File: src/rtl/serial_link_pkg.sv
// Shared FSM state encoding and line-level constants for the serial link transceiver.
package serial_link_pkg;

    typedef enum logic [2:0] {
        IDLE   = 3'd0,
        START  = 3'd1,
        DATA   = 3'd2,
        PARITY = 3'd3,
        STOP   = 3'd4
    } link_state_e;

    localparam logic LINE_IDLE = 1'b1;
    localparam logic START_BIT = 1'b0;

endpackage

File: src/rtl/serial_link_bit_timer.sv
// Bit-period down-counter: load starts a full or half period, tick_c marks its last cycle
// and the counter auto-reloads a full period while enabled.
module serial_link_bit_timer #(
    parameter int unsigned  CLKS_PER_BIT = 16,
    localparam int unsigned CNT_W        = $clog2(CLKS_PER_BIT)
) (
    input  logic clk_clk,
    input  logic reset_reset,
    input  logic en,
    input  logic load,
    input  logic half,
    output logic tick_c
);

    localparam logic [CNT_W-1:0] FULL_M1 = CNT_W'(CLKS_PER_BIT - 1);
    localparam logic [CNT_W-1:0] HALF_M1 = CNT_W'(CLKS_PER_BIT / 2 - 1);

    logic [CNT_W-1:0] count;

    always_ff @(posedge clk_clk) begin
        if (reset_reset) begin
            count <= '0;
        end else if (load) begin
            count <= half ? HALF_M1 : FULL_M1;
        end else if (en) begin
            count <= (count == '0) ? FULL_M1 : count - CNT_W'(1);
        end
    end

    assign tick_c = en && (count == '0);

endmodule

File: src/rtl/serial_link_xcvr.sv
// Full-duplex async serial transceiver with hardware shift engines and bit counters.
// Define SERIAL_LINK_PARITY_EN to add a parity bit (PARITY_ODD selects odd) and rx_parity_err.
module serial_link_xcvr
    import serial_link_pkg::*;
#(
    parameter int unsigned  DATA_W       = 8,
    parameter int unsigned  CLKS_PER_BIT = 16,
`ifdef SERIAL_LINK_PARITY_EN
    parameter bit           PARITY_ODD   = 1'b0,
`endif
    localparam int unsigned BIC_W        = $clog2(DATA_W + 1)
) (
    input  logic              clk_clk,
    input  logic              reset_reset,
    input  logic [DATA_W-1:0] tx_data,
    input  logic              tx_load,
    output logic              tx_busy,
    output logic              tx_done,
    output logic              tx_serial,
    output logic [BIC_W-1:0]  bics,
    input  logic              rx_serial,
    output logic [DATA_W-1:0] rx_data,
    output logic              rx_valid,
    input  logic              rx_ack,
    output logic [BIC_W-1:0]  bicr,
    output logic              rx_overrun,
`ifdef SERIAL_LINK_PARITY_EN
    output logic              rx_parity_err,
`endif
    output logic              rx_frame_err
);

    localparam logic [BIC_W-1:0] LAST_BIT = BIC_W'(DATA_W - 1);
    localparam logic [BIC_W-1:0] ALL_BITS = BIC_W'(DATA_W);

    // ---------------- transmitter ----------------
    link_state_e       tx_state, tx_state_nxt;
    logic [DATA_W-1:0] tx_shreg, tx_shreg_nxt;
    logic              tx_serial_nxt, tx_busy_nxt, tx_done_nxt;
    logic [BIC_W-1:0]  bics_nxt;
    logic              tx_accept_c, tx_tick_c;
`ifdef SERIAL_LINK_PARITY_EN
    logic              tx_par, tx_par_nxt;
`endif

    serial_link_bit_timer #(.CLKS_PER_BIT(CLKS_PER_BIT)) u_tx_timer (
        .clk_clk     (clk_clk),
        .reset_reset (reset_reset),
        .en          (tx_state != IDLE),
        .load        (tx_accept_c),
        .half        (1'b0),
        .tick_c      (tx_tick_c)
    );

    always_ff @(posedge clk_clk) begin
        if (reset_reset) begin
            tx_state  <= IDLE;
            tx_shreg  <= '0;
            tx_serial <= LINE_IDLE;
            tx_busy   <= 1'b0;
            tx_done   <= 1'b0;
            bics      <= '0;
`ifdef SERIAL_LINK_PARITY_EN
            tx_par    <= 1'b0;
`endif
        end else begin
            tx_state  <= tx_state_nxt;
            tx_shreg  <= tx_shreg_nxt;
            tx_serial <= tx_serial_nxt;
            tx_busy   <= tx_busy_nxt;
            tx_done   <= tx_done_nxt;
            bics      <= bics_nxt;
`ifdef SERIAL_LINK_PARITY_EN
            tx_par    <= tx_par_nxt;
`endif
        end
    end

    // A load in the last stop-bit cycle chains straight into the next start bit.
    always_comb begin
        tx_state_nxt  = tx_state;
        tx_shreg_nxt  = tx_shreg;
        tx_serial_nxt = tx_serial;
        tx_busy_nxt   = tx_busy;
        tx_done_nxt   = 1'b0;
        bics_nxt      = bics;
        tx_accept_c   = 1'b0;
`ifdef SERIAL_LINK_PARITY_EN
        tx_par_nxt    = tx_par;
`endif
        case (tx_state)
            IDLE: begin
                tx_accept_c = tx_load;
            end
            START: begin
                if (tx_tick_c) begin
                    tx_serial_nxt = tx_shreg[0];
                    tx_shreg_nxt  = {1'b0, tx_shreg[DATA_W-1:1]};
                    tx_state_nxt  = DATA;
                end
            end
            DATA: begin
                if (tx_tick_c) begin
                    if (bics != ALL_BITS) bics_nxt = bics + BIC_W'(1);
                    if (bics == LAST_BIT) begin
`ifdef SERIAL_LINK_PARITY_EN
                        tx_state_nxt  = PARITY;
                        tx_serial_nxt = tx_par;
`else
                        tx_state_nxt  = STOP;
                        tx_serial_nxt = LINE_IDLE;
`endif
                    end else begin
                        tx_serial_nxt = tx_shreg[0];
                        tx_shreg_nxt  = {1'b0, tx_shreg[DATA_W-1:1]};
                    end
                end
            end
`ifdef SERIAL_LINK_PARITY_EN
            PARITY: begin
                if (tx_tick_c) begin
                    tx_state_nxt  = STOP;
                    tx_serial_nxt = LINE_IDLE;
                end
            end
`endif
            STOP: begin
                if (tx_tick_c) begin
                    tx_done_nxt  = 1'b1;
                    tx_busy_nxt  = 1'b0;
                    tx_state_nxt = IDLE;
                    tx_accept_c  = tx_load;
                end
            end
            default: tx_state_nxt = IDLE;
        endcase

        if (tx_accept_c) begin
            tx_shreg_nxt  = tx_data;
            tx_serial_nxt = START_BIT;
            tx_busy_nxt   = 1'b1;
            bics_nxt      = '0;
            tx_state_nxt  = START;
`ifdef SERIAL_LINK_PARITY_EN
            tx_par_nxt    = (^tx_data) ^ PARITY_ODD;
`endif
        end
    end

    // ---------------- receiver ----------------
    link_state_e       rx_state, rx_state_nxt;
    logic [1:0]        rx_sync;
    logic              rx_prev;
    logic [DATA_W-1:0] rx_shreg, rx_shreg_nxt;
    logic [DATA_W-1:0] rx_data_nxt;
    logic              rx_valid_nxt, rx_overrun_nxt, rx_frame_err_nxt;
    logic [BIC_W-1:0]  bicr_nxt;
    logic              rx_fall_c, rx_tick_c;
`ifdef SERIAL_LINK_PARITY_EN
    logic              rx_pbad, rx_pbad_nxt, rx_parity_err_nxt;
`endif

    assign rx_fall_c = (rx_prev == LINE_IDLE) && (rx_sync[1] == START_BIT);

    serial_link_bit_timer #(.CLKS_PER_BIT(CLKS_PER_BIT)) u_rx_timer (
        .clk_clk     (clk_clk),
        .reset_reset (reset_reset),
        .en          (rx_state != IDLE),
        .load        (rx_state == IDLE && rx_fall_c),
        .half        (1'b1),
        .tick_c      (rx_tick_c)
    );

    always_ff @(posedge clk_clk) begin
        if (reset_reset) begin
            rx_state      <= IDLE;
            rx_sync       <= {LINE_IDLE, LINE_IDLE};
            rx_prev       <= LINE_IDLE;
            rx_shreg      <= '0;
            rx_data       <= '0;
            rx_valid      <= 1'b0;
            rx_overrun    <= 1'b0;
            rx_frame_err  <= 1'b0;
            bicr          <= '0;
`ifdef SERIAL_LINK_PARITY_EN
            rx_pbad       <= 1'b0;
            rx_parity_err <= 1'b0;
`endif
        end else begin
            rx_state      <= rx_state_nxt;
            rx_sync       <= {rx_sync[0], rx_serial};
            rx_prev       <= rx_sync[1];
            rx_shreg      <= rx_shreg_nxt;
            rx_data       <= rx_data_nxt;
            rx_valid      <= rx_valid_nxt;
            rx_overrun    <= rx_overrun_nxt;
            rx_frame_err  <= rx_frame_err_nxt;
            bicr          <= bicr_nxt;
`ifdef SERIAL_LINK_PARITY_EN
            rx_pbad       <= rx_pbad_nxt;
            rx_parity_err <= rx_parity_err_nxt;
`endif
        end
    end

    // Acknowledge clears first so that a completion in the same cycle takes priority.
    always_comb begin
        rx_state_nxt      = rx_state;
        rx_shreg_nxt      = rx_shreg;
        rx_data_nxt       = rx_data;
        rx_valid_nxt      = rx_valid;
        rx_overrun_nxt    = rx_overrun;
        rx_frame_err_nxt  = rx_frame_err;
        bicr_nxt          = bicr;
`ifdef SERIAL_LINK_PARITY_EN
        rx_pbad_nxt       = rx_pbad;
        rx_parity_err_nxt = rx_parity_err;
`endif
        if (rx_ack) begin
            rx_valid_nxt      = 1'b0;
            rx_overrun_nxt    = 1'b0;
            rx_frame_err_nxt  = 1'b0;
`ifdef SERIAL_LINK_PARITY_EN
            rx_parity_err_nxt = 1'b0;
`endif
        end
        case (rx_state)
            IDLE: begin
                if (rx_fall_c) begin
                    bicr_nxt     = '0;
                    rx_state_nxt = START;
`ifdef SERIAL_LINK_PARITY_EN
                    rx_pbad_nxt  = 1'b0;
`endif
                end
            end
            START: begin
                if (rx_tick_c) begin
                    rx_state_nxt = (rx_sync[1] == START_BIT) ? DATA : IDLE;
                end
            end
            DATA: begin
                if (rx_tick_c) begin
                    rx_shreg_nxt = {rx_sync[1], rx_shreg[DATA_W-1:1]};
                    if (bicr != ALL_BITS) bicr_nxt = bicr + BIC_W'(1);
                    if (bicr == LAST_BIT) begin
`ifdef SERIAL_LINK_PARITY_EN
                        rx_state_nxt = PARITY;
`else
                        rx_state_nxt = STOP;
`endif
                    end
                end
            end
`ifdef SERIAL_LINK_PARITY_EN
            PARITY: begin
                if (rx_tick_c) begin
                    rx_pbad_nxt  = rx_sync[1] != ((^rx_shreg) ^ PARITY_ODD);
                    if (rx_pbad_nxt) rx_parity_err_nxt = 1'b1;
                    rx_state_nxt = STOP;
                end
            end
`endif
            STOP: begin
                if (rx_tick_c) begin
                    rx_state_nxt = IDLE;
                    if (rx_sync[1] != LINE_IDLE) begin
                        rx_frame_err_nxt = 1'b1;
`ifdef SERIAL_LINK_PARITY_EN
                    end else if (rx_pbad) begin
                        rx_frame_err_nxt = rx_frame_err_nxt;
`endif
                    end else if (rx_valid) begin
                        rx_overrun_nxt = 1'b1;
                    end else begin
                        rx_data_nxt  = rx_shreg;
                        rx_valid_nxt = 1'b1;
                    end
                end
            end
            default: rx_state_nxt = IDLE;
        endcase
    end

endmodule

File: config.mk
export PLATFORM = sky130hd
export DESIGN_NAME = serial_link_xcvr
export DESIGN_NICKNAME = d
export VERILOG_FILES = /design/src/rtl/serial_link_pkg.sv /design/src/rtl/serial_link_bit_timer.sv /design/src/rtl/serial_link_xcvr.sv
export SDC_FILE = /design/constraint.sdc
export NUM_CORES = 1
export LEC_CHECK = 0
export CORE_MARGIN = 4
export CORE_UTILIZATION = 39
export CTS_BUF_LIST = sky130_fd_sc_hd__clkbuf_8
export DETAILED_ROUTE_END_ITERATION = 8
export DONT_BUFFER_PORTS = 1
export SLEW_MARGIN = 15
export SYNTH_ARGS = -nofsm -noshare
export SYNTH_HDL_FRONTEND = slang
export SYNTH_SLANG_ARGS = --single-unit
File: constraint.sdc
create_clock -name clk_clk -period 1.6 [get_ports clk_clk]
set_input_delay 0.32 -clock clk_clk [delete_from_list [all_inputs] [get_ports clk_clk]]
set_output_delay 0.32 -clock clk_clk [all_outputs]
set_load 0.005 [all_outputs]
Word level (Yosys, flattened, before mapping)
Cells that the tools add are included.

cells by class
  add/subtract/negate cells = 4
  equality and inequality tests = 26
  mux-type cells = 53
  bitwise operators = 4
  reductions and logical operators = 29

operators by type and width
  operator                                                             number
  3-bit two-way mux                                                    11
  8-bit two-way mux                                                    4
  4-bit two-way mux                                                    7
  1-bit two-way mux                                                    24
  3-bit case mux with 4 select lines                                   2
  2-bit != test (second input constant)                                11
  8-bit case mux with 2 select lines                                   1
  3-bit != test (second input constant)                                5
  5-bit AND reduction                                                  3
  4-bit AND reduction                                                  3
  2-bit nonzero test                                                   5
  3-bit nonzero test                                                   3
  4-bit by 1-bit adder with 4-bit output (second input constant)       2
  4-bit by 3-bit == test with 1-bit output (second input constant)     2
  4-bit zero test                                                      2
  4-bit != test (second input constant)                                2
  4-bit case mux with 2 select lines                                   1
  4-bit by 1-bit subtractor with 4-bit output (second input constant)  2
  3-bit by 1-bit == test with 1-bit output (second input constant)     2
  3-bit by 2-bit == test with 1-bit output (second input constant)     2
  3-bit == test (second input constant)                                2
  3-bit zero test                                                      2
  3-bit AND reduction                                                  2
  2-bit OR reduction                                                   3
  5 further kinds                                                      13

word-level totals
  bits in registers = 55
  input bits = 13
  output and inout bits = 22
  word-level logic and storage cells = 135

Depth between registers and ports, before layout
Gate-level depths: netlist of run 1.

  word-level depth = 6
  mapped depth = 8
  mapped depth without buffers = 6

Hierarchy
From an unflattened synthesis of run 1, not the netlist that was laid out.

second synthesis, totals
  cell total of the unflattened synthesis = 282
  area total of the unflattened synthesis = 2488.6 um2

modules (own cells, without submodules)
  module                 times used  cells an instance  area an instance (um2)  sequential area each (um2)
  serial_link_xcvr       1           232                2065.7                  940.9
  serial_link_bit_timer  2           25                 211.5                   80.1

Least setup slack after synthesis of run 1
OpenSTA, ideal clock, no wires.

  kind = register -> register
  start = register u_tx_timer.count[0]
  end = register tx_busy
  setup time = 0.134 ns
  arrival time = 1.575 ns
  required time = 1.466 ns
  path slack = -0.109 ns
  cell stages (with the launch flop) = 8
  buffers on the path = 1
  period minus slack after synthesis = 1.709 ns
  cells stage by stage = dfxtp_1 inv_1 ha_1 or3b_1 buf_2 or3_4 o22ai_2 a21oi_1

between the ends
  word-level cells in the longest chain between the ends = 6
  elaborated cells on any way between the ends = 8
  classes of those cells = 3 x mux; 5 x reduce/logical

RTL lines
  item                                line                         source
  start: declaration                  serial_link_bit_timer.sv:18  logic [CNT_W-1:0] count;
  start signal: assignment            serial_link_bit_timer.sv:24  count <= half ? HALF_M1 : FULL_M1;
  start signal: assignment            serial_link_bit_timer.sv:26  count <= (count == '0) ? FULL_M1 : count - CNT_W'(1);
  4-bit zero test *                   serial_link_bit_timer.sv:30  assign tick_c = en && (count == '0);
  1-bit logical AND *                 serial_link_bit_timer.sv:30
  1-bit two-way mux                   serial_link_xcvr.sv:128      if (tx_tick_c) begin
  1-bit case mux with 2 select lines  serial_link_xcvr.sv:91       case (tx_state)
  2-bit nonzero test (no line)        -
  2-bit AND reduction (no line)       -
  end signal: assignment              serial_link_xcvr.sv:70       tx_busy <= tx_busy_nxt;
  end: declaration                    serial_link_xcvr.sv:17       output logic tx_busy,

Every way passes the cells marked *; elsewhere a longest branch is shown, timed or not.
A chain may end at the register's enable or synchronous reset.

Final worst setup path of run 1
  start = register u_tx_timer.count[1]
  end = register tx_busy

Same word-level chain as after synthesis.

==> results_dict.tcl, run 1 <==
set metrics [dict create \
    cp_slowest_stage_delay_ns 0.39 \
    yosysSeqAreaShare 0.4042 \
    ant_nets 0 \
    grt_pass1_wl_um 9984 \
    multi_input_comb_area_um2 1572 \
    status "complete, no violations" \
    wl_per_cell_um 13.79 \
    synth_top_cell_area_share 0.4042 \
    grt_overflow 0 \
    cp_max_fo 3 \
    ys.flop_type "dfxtp_1" \
    async_reset_ff_frac 0 \
    p_per_area_nw_per_um2 871.9 \
    grt_use_total 0.1416 \
    ir_drop_mv 0.3673 \
    slew_headroom 0.7241 \
    rsz0062_at_grt "true" \
    p_leak_uw 0.001308 \
    cts_made_buffers 5 \
    die_y_um 91.57 \
    path_cells "inv_2 -> ha_4 -> or3b_4 -> or3_4 -> o22ai_2 -> a21oi_2" \
    final_cell_mix "50 x dfxtp_1, 38 x buf_4, 32 x nand2_1, 21 x nor2_1, 18 x a21oi_1" \
    antenna_found_initial 0 \
    required_ns 1.81 \
    syn_inst 312 \
    clkTransAtPathRegs_ns 0.11 \
    synthTopCellsByArea "dfxtp_1 40%, mux2i_1 6.2%, nand2_1 4.5%" \
    yosys_register_bits 55 \
    die_w_um 91.57 \
    netlist_area_um2 2724 \
    route.vias.total 2341 \
    ff_latch_area_um2 1107 \
    worstMarginPinSlew_ns 0.4133 \
    critical_path_class "reg -> reg" \
    coreArea_um2 6794 \
    ys_types 52 \
    ff2ff_path_depth 6 \
    fin_cells 438 \
    finalCritPeriodShare 0.9900 \
    hold_depth 1 \
    antenna_cells 0 \
    synth_edf_count 0 \
    cts_root_buffer "clkbuf_8" \
    yosysTopAreaCell "dfxtp_1" \
    clkSinkCount 55 \
    cp.buffers_inverters 1 \
    numPortBuffers 0 \
    synth_warnings 0 \
    drive_above_1_share 0.2778 \
    vias_per_cell 5.345 \
    drc 0 \
    initial_utilization 0.4009 \
    hold_path_class "in -> reg" \
    path_depth 6 \
    tns_ns 0 \
    gp_congestion 0.8291 \
    placedCellCount 422 \
    drtPass1Iterations 4 \
    startpoint_type "flop" \
    slew_viol_final 0 \
    nFillCells 632 \
    cts_tree "done" \
    crit_family "simple AND/OR/NAND/NOR gates" \
    nNetsFinal 360 \
    area_growth_pct 22.00 \
    hold_viol 0 \
    grt_pass1_vias 2154 \
    first_iter_violations 86 \
    die_area_um2 8385 \
    htree_levels 2 \
    insertion_delay_ns 0.32 \
    finalCriticalPeriod_ns 1.584 \
    fmax_mhz 631.3 \
    cp-end-kind "flop" \
    cts_buffer_depth 2 \
    avgSynthCellArea_um2 8.730 \
    critPathSlowestCell "or3b_4" \
    hold_buffers 0 \
    num_rows 30 \
    grt_max_degree 38 \
    synth_nets 331 \
    fin_skew_ns 0.01040 \
    place_hpwl_um 4111 \
    arrival_ns 1.80 \
    finalSetupViolations 0 \
    io_pins 35 \
    drt_wl_total_um 6042 \
    cap_viol_max_count 0 \
    final_common_cell "dfxtp_1" \
]
[sequential cells by signal, summed over array words and instances, names as in the netlist]
signal	cells
rx_frame_err	1
rx_shreg	8
tx_busy	1
tx_state	3
tx_serial	1
rx_overrun	1
rx_state	3
bicr	4
rx_prev	1
rx_valid	1
u_rx_timer.count	4
bics	4
tx_done	1
rx_data	8
tx_shreg	8
rx_sync	2
u_tx_timer.count	4
[cell families (layout without fill, tap and decap cells)]
kind of cell             after synthesis  after routing  synth area share
flip-flops                            55             55            0.4042
AO/OA/AOI/OAI                         67             67            0.1640
XOR/XNOR                               5              5           0.01608
multiplexers                          19             19           0.07074
adder cells (fa/ha/maj)                6              6           0.02756
AND/OR/NAND/NOR                      119            119            0.2503
buffers and inverters                 41             71           0.06706
[synth_stat cells (3+ instances only)]
cell type / number
nand4b_1: 4
nand2b_1: 4
o21ai_0: 5
nor3_2: 4
a211oi_1: 5
buf_2: 8
buf_4: 3
o22ai_1: 7
inv_1: 19
nor4_1: 3
clkbuf_1: 9
o21ai_1: 9
or2_2: 3
mux2i_1: 17
or3_1: 4
xor2_1: 3
nor3b_4: 3
a21oi_1: 20
nor3_1: 7
nand3_1: 13
o211a_1: 7
nand2_1: 33
nand3b_1: 5
dfxtp_1: 55
nor2_1: 21
ha_1: 6
[report_power, final]
group	internal [uW]	switching, uW	total (uW)
sequential	1420	60.0	1480
combinational	320	268	587
clock	323	504	828
[worst register-to-register path, stage by stage, from the launching register on]
cell and delay, ns:
dfxtp_2 0.34, inv_2 0.08, ha_4 0.14, or3b_4 0.39, or3_4 0.35, o22ai_2 0.11, a21oi_2 0.06
[per-stage QoR]
stage / instance area, um^2 / hold slack (ns) / utilization / total power, uW / setup slack (ns)
floorplan: 2741 / 0.3895 / - / 1843 / -0.05637
global placement: 3014 / 0.3940 / 0.4436 / 1979 / -0.001928
detailed placement: 3014 / 0.3951 / 0.4436 / 1987 / -0.01239
CTS: 3151 / 0.03691 / 0.4637 / 2840 / 0.0001670
global route: 3323 / 0.03372 / 0.4891 / 3044 / -0.1136
finish: 3323 / 0.04469 / 0.4891 / 2897 / 0.01594
[final cells by class]
type | instances | area share
clock buffer | 5 | 0.02071
inverter | 20 | 0.02372
multi-input combinational | 216 | 0.4729
timing repair buffer | 43 | 0.1054
sequential | 55 | 0.3332
clock inverter | 3 | 0.007907
tap | 96 | 0.03614
[routing by layer]
| layer | track usage | vias up | share of wire |
|---|---|---|---|
| met3 | 0.04308 | 7 | 0.048 |
| met2 | 0.2246 | 44 | 0.46 |
| met5 | 0 | - | 0 |
| met1 | 0.1841 | 1126 | 0.48 |
| li1 | - | 1164 | - |
| met4 | 0.04271 | 0 | 0.011 |
[worst paths after layout]
| kind | startpoint | to | slack [ns] |
|---|---|---|---|
| max | u_tx_timer.count[1] | tx_busy | 0.02 |
| min | reset_reset | u_tx_timer.count[1] | 0.04 |
| max reg2reg | u_tx_timer.count[1] | tx_busy | 0.02 |
| min reg2reg | rx_sync[0] | rx_sync[1] | 0.43 |
[what timing repair did]
action	CTS	global route
setup endpoints to repair	15	41
cloned	0	1
gates resized for setup	8	30
buffers inserted	2	5
pin swaps	3	14
Power figures use the tool's default switching activity.
==> run 2, diff against run 1 <==
- REMOVE_ABC_BUFFERS: default -> 1
==> results_dict.tcl, run 2 (synthesized netlist as in run 1, its figures left out) <==
set metrics [dict create \
    status "complete, no violations" \
    finalCritPeriodShare 0.9848 \
    fmax_mhz 634.7 \
    drive_above_1_share 0.2722 \
    die_w_um 91.57 \
    worstMarginPinSlew_ns 0.4407 \
    wl_met1_um 2811 \
    cts_root_buffer "clkbuf_8" \
    gp_congestion 0.7962 \
    startpoint_type "flop" \
    r2r_start "u_tx_timer.count[1]" \
    area_growth_pct 20.81 \
    htree_levels 2 \
    ff_latch_area_um2 1109 \
    reg_top3 "rx_data: 8 flops, rx_shreg: 8 flops, tx_shreg: 8 flops" \
    critPathSlowestCell "or3b_4" \
    grt_pass1_vias 2223 \
    die_y_um 91.57 \
    crit_family "simple AND/OR/NAND/NOR gates" \
    finalCriticalPeriod_ns 1.576 \
    grt_pass1_wl_um 10270 \
    final_common_cell "dfxtp_1" \
    p_leak_uw 0.001305 \
    insertion_delay_ns 0.31 \
    cts_tree "done" \
    hold_buffers 0 \
    coreArea_um2 6794 \
    cap_viol_max_count 0 \
    num_rows 30 \
    cts_buffer_depth 2 \
    multi_input_comb_area_um2 1559 \
    finalInstanceArea_um2 3291 \
    antenna_found_initial 0 \
    initial_utilization 0.4009 \
    finalSetupViolations 0 \
    route.vias.total 2269 \
    slew_headroom 0.7058 \
    slew_viol_final 0 \
    numPortBuffers 0 \
    drt_wl_total_um 5993 \
    cp.buffers_inverters 2 \
    first_iter_violations 61 \
    nNetsFinal 356 \
    critical_path_class "reg -> reg" \
    dr_wl_met2_um 2826 \
    ant_nets 0 \
    dpl_cell_area_um2 2999 \
    grt_overflow 0 \
    io_pins 35 \
    place_hpwl_um 4013 \
    power_uw 2893 \
    hold_viol 0 \
    tns_ns 0 \
    grt_max_degree 38 \
    p_per_area_nw_per_um2 879.1 \
    highest_layer "met4" \
    worstSetupStartpoint "u_tx_timer.count[1]" \
    arrival_ns 1.82 \
    vias_per_cell 5.228 \
    cp-end-kind "flop" \
    drc 0 \
    grt_use_total 0.1462 \
    drtPass1Iterations 4 \
    fin_skew_ns 0.006101 \
    min_from "reset_reset" \
    path_cells "inv_2 -> ha_4 -> or3b_4 -> or3_4 -> buf_6 -> nor3_4" \
    fin_cells 434 \
    antenna_cells 0 \
    hold_path_class "in -> reg" \
    cts_made_buffers 5 \
    die_area_um2 8385 \
    cp_slowest_stage_delay_ns 0.39 \
    clkTransAtPathRegs_ns 0.11 \
    final_cell_mix "49 x dfxtp_1, 31 x nand2_1, 30 x buf_4, 21 x nor2_1, 19 x a21oi_1" \
    ir_drop_mv 0.5337 \
    required_ns 1.85 \
    dr_wl_met3_um 336 \
    rsz0062_at_grt "true" \
    wl_per_cell_um 13.81 \
    nFillCells 648 \
    clkSinkCount 55 \
    cp_max_fo 3 \
    placedCellCount 422 \
]
-- run 2: cell types whose count changed in the layout (fill, tap and decap cells not counted), sizes merged --
cell  delta
buf      -4
-- run 2: worst register-to-register path, cell delays in order (launching register included) --
cell	delay (ns)
dfxtp_2	0.34
inv_2	0.07
ha_4	0.14
or3b_4	0.40
or3_4	0.36
buf_6	0.13
nor3_4	0.09
-- run 2: metrics by stage --
stage	setup WS (ns)	hold WS [ns]	utilization
global placement	-0.07056	0.3939	0.4414
CTS	0.001705	0.04412	0.4689
global route	-0.08829	0.03800	0.4843
detailed placement	-0.1008	0.3959	0.4414
floorplan	-0.4311	0.3891	-
finish	0.02435	0.05660	0.4843
-- run 2: cell type report --
| type | count | share of cell area |
|---|---|---|
| tap | 96 | 0.03650 |
| multi-input combinational | 216 | 0.4738 |
| inverter | 20 | 0.02319 |
| sequential | 55 | 0.3369 |
| clock inverter | 3 | 0.008365 |
| clock buffer | 5 | 0.02091 |
| timing repair buffer | 39 | 0.1004 |
-- run 2: repair_timing --
action | in CTS | in global routing
resized for setup | 21 | 28
setup buffers | 3 | 2
pin swaps | 6 | 13
setup endpoints to repair | 20 | 40
-- run 2: metal layers --
metal	track usage	vias up
li1	-	1148
met1	0.1822	1080
met2	0.2471	39
met3	0.04805	2
met4	0.02638	0
met5	0	-
-- run 2: power breakdown --
part / internal [uW] / total (uW) / switching [uW] / leakage, uW
Clock: 326 / 831 / 505 / 0.0000467
Sequential: 1420 / 1480 / 58.1 / 0.000449
Combinational: 311 / 581 / 270 / 0.000809
Total: 2060 / 2890 / 834 / 0.00131
-- run 2: final timing paths --
path	to	depth (start not counted)	slack (ns)
setup / recovery	tx_done	6	0.02
hold / removal	bicr[0]	1	0.06
setup reg to reg	tx_done	6	0.02
hold reg to reg	rx_sync[1]	1	0.41
==> run 3, diff against run 2 <==
- RECOVER_POWER: default -> 25
- SKIP_LAST_GASP: default -> 1
==> results_dict.tcl, run 3 (synthesized netlist as in run 1, its figures left out) <==
set metrics [dict create \
    area_growth_pct 20.58 \
    route.vias.total 2266 \
    vias_per_cell 5.221 \
    die_w_um 91.57 \
    p_leak_uw 0.001303 \
    finalCriticalPeriod_ns 1.597 \
    antenna_cells 0 \
    coreArea_um2 6794 \
    insertion_delay_ns 0.31 \
    final_cell_mix "49 x dfxtp_1, 32 x nand2_1, 31 x buf_4, 21 x nor2_1, 19 x a21oi_1" \
    io_pins 35 \
    hold_viol 0 \
    finalInstanceArea_um2 3284 \
    fin_hold_ws_ns 0.05748 \
    wl_per_cell_um 13.92 \
    worstMarginPinSlew_ns 0.4304 \
    finalSetupViolations 0 \
    final_common_cell "dfxtp_1" \
    clkTransAtPathRegs_ns 0.11 \
    required_ns 1.84 \
    drc 0 \
    fmax_mhz 626.1 \
    grt_overflow 0 \
    ir_drop_mv 0.5341 \
    htree_levels 2 \
    fin_util 0.4834 \
    cp-end-kind "flop" \
    arrival_ns 1.84 \
    worstSetupStartpoint "u_tx_timer.count[1]" \
    finalCritPeriodShare 0.9983 \
    numPortBuffers 0 \
    reg_top3 "rx_data: 8 flops, rx_shreg: 8 flops, tx_shreg: 8 flops" \
    rrSetupSlack_ns 0.003 \
    slew_viol_final 0 \
    clkSinkCount 55 \
    cts_buffer_depth 2 \
    cts_root_buffer "clkbuf_8" \
    drive_above_1_share 0.2692 \
    critical_path_class "reg -> reg" \
    cp_max_fo 3 \
    startpoint_type "flop" \
    cts_made_buffers 5 \
    initial_utilization 0.4009 \
    antenna_found_initial 0 \
    ant_nets 0 \
    gp_congestion 0.7962 \
    grt_use_total 0.1462 \
    die_area_um2 8385 \
    dpl_cell_area_um2 2999 \
    drtPass1Iterations 4 \
    r2r_start "u_tx_timer.count[1]" \
    rsz0062_at_grt "true" \
    ff_latch_area_um2 1109 \
    num_rows 30 \
    die_y_um 91.57 \
    multi_input_comb_area_um2 1556 \
    drt_wl_total_um 6040 \
    endpoint "tx_done" \
    fin_skew_ns 0.005507 \
    slew_headroom 0.7127 \
    ff2ff_path_depth 6 \
    grt_pass1_wl_um 10270 \
    nFillCells 650 \
    cts_tree "done" \
    grt_pass1_vias 2223 \
    cap_viol_max_count 0 \
    hold_path_class "in -> reg" \
    nNetsFinal 356 \
    grt_max_degree 38 \
    worstReg2RegEnd "tx_done" \
    place_hpwl_um 4013 \
    status "complete, no violations" \
    first_iter_violations 55 \
    p_per_area_nw_per_um2 881.5 \
]
[run 3: how the worst min path moves through the flow]
stage	start	endpoint	slack [ns]	depth (start not counted)
floorplan	reset_reset	bicr[0]	0.39	1
global placement	reset_reset	bicr[1]	0.39	1
detailed placement	reset_reset	bicr[1]	0.40	1
CTS	reset_reset	bicr[1]	0.04	1
global route	reset_reset	bicr[0]	0.04	1
finish	reset_reset	bicr[0]	0.06	1
[run 3: routing by layer]
layer / vias up / GRT usage / share of wire
met5: - / 0 / 0
met4: 0 / 0.02638 / 0.0031
met3: 2 / 0.04805 / 0.052
met2: 37 / 0.2471 / 0.48
met1: 1078 / 0.1822 / 0.47
li1: 1149 / - / -
[run 3: layout make-up]
class	instances	share of cell area
Clock buffer	5	0.02095
Clock inverter	3	0.008381
Inverter	20	0.02324
Multi-Input combinational cell	216	0.4739
Sequential cell	55	0.3375
Tap cell	96	0.03657
Timing Repair Buffer	39	0.09943
[run 3: report_power, final]
group	internal (uW)	total [uW]	switching (uW)
combinational	309	579	270
sequential	1420	1480	57.8
clock	326	836	510
[run 3: worst max-delay path, stage by stage, from the launching register on]
cell and delay, ns:
dfxtp_2 0.34, inv_2 0.07, ha_4 0.14, or3b_4 0.39, or3_4 0.35, buf_4 0.15, nor3_4 0.09
[run 3: stage by stage]
stage	std cells	power (uW)	TNS, ns	setup slack (ns)
floorplan	291	1788	-8.112	-0.4311
global placement	422	1975	-0.5220	-0.07056
detailed placement	422	1983	-0.8803	-0.1008
CTS	433	2870	0	0.001705
global route	434	3034	-0.4138	-0.1046
finish	434	2895	0	0.002742
[run 3: what timing repair did]
action                                  4_1_cts  5_1_grt
hold buffers                                  0        0
gates resized for setup                      21       26
pin swaps                                     6       12
setup buffers                                 3        2
endpoints found under the setup margin       20       40
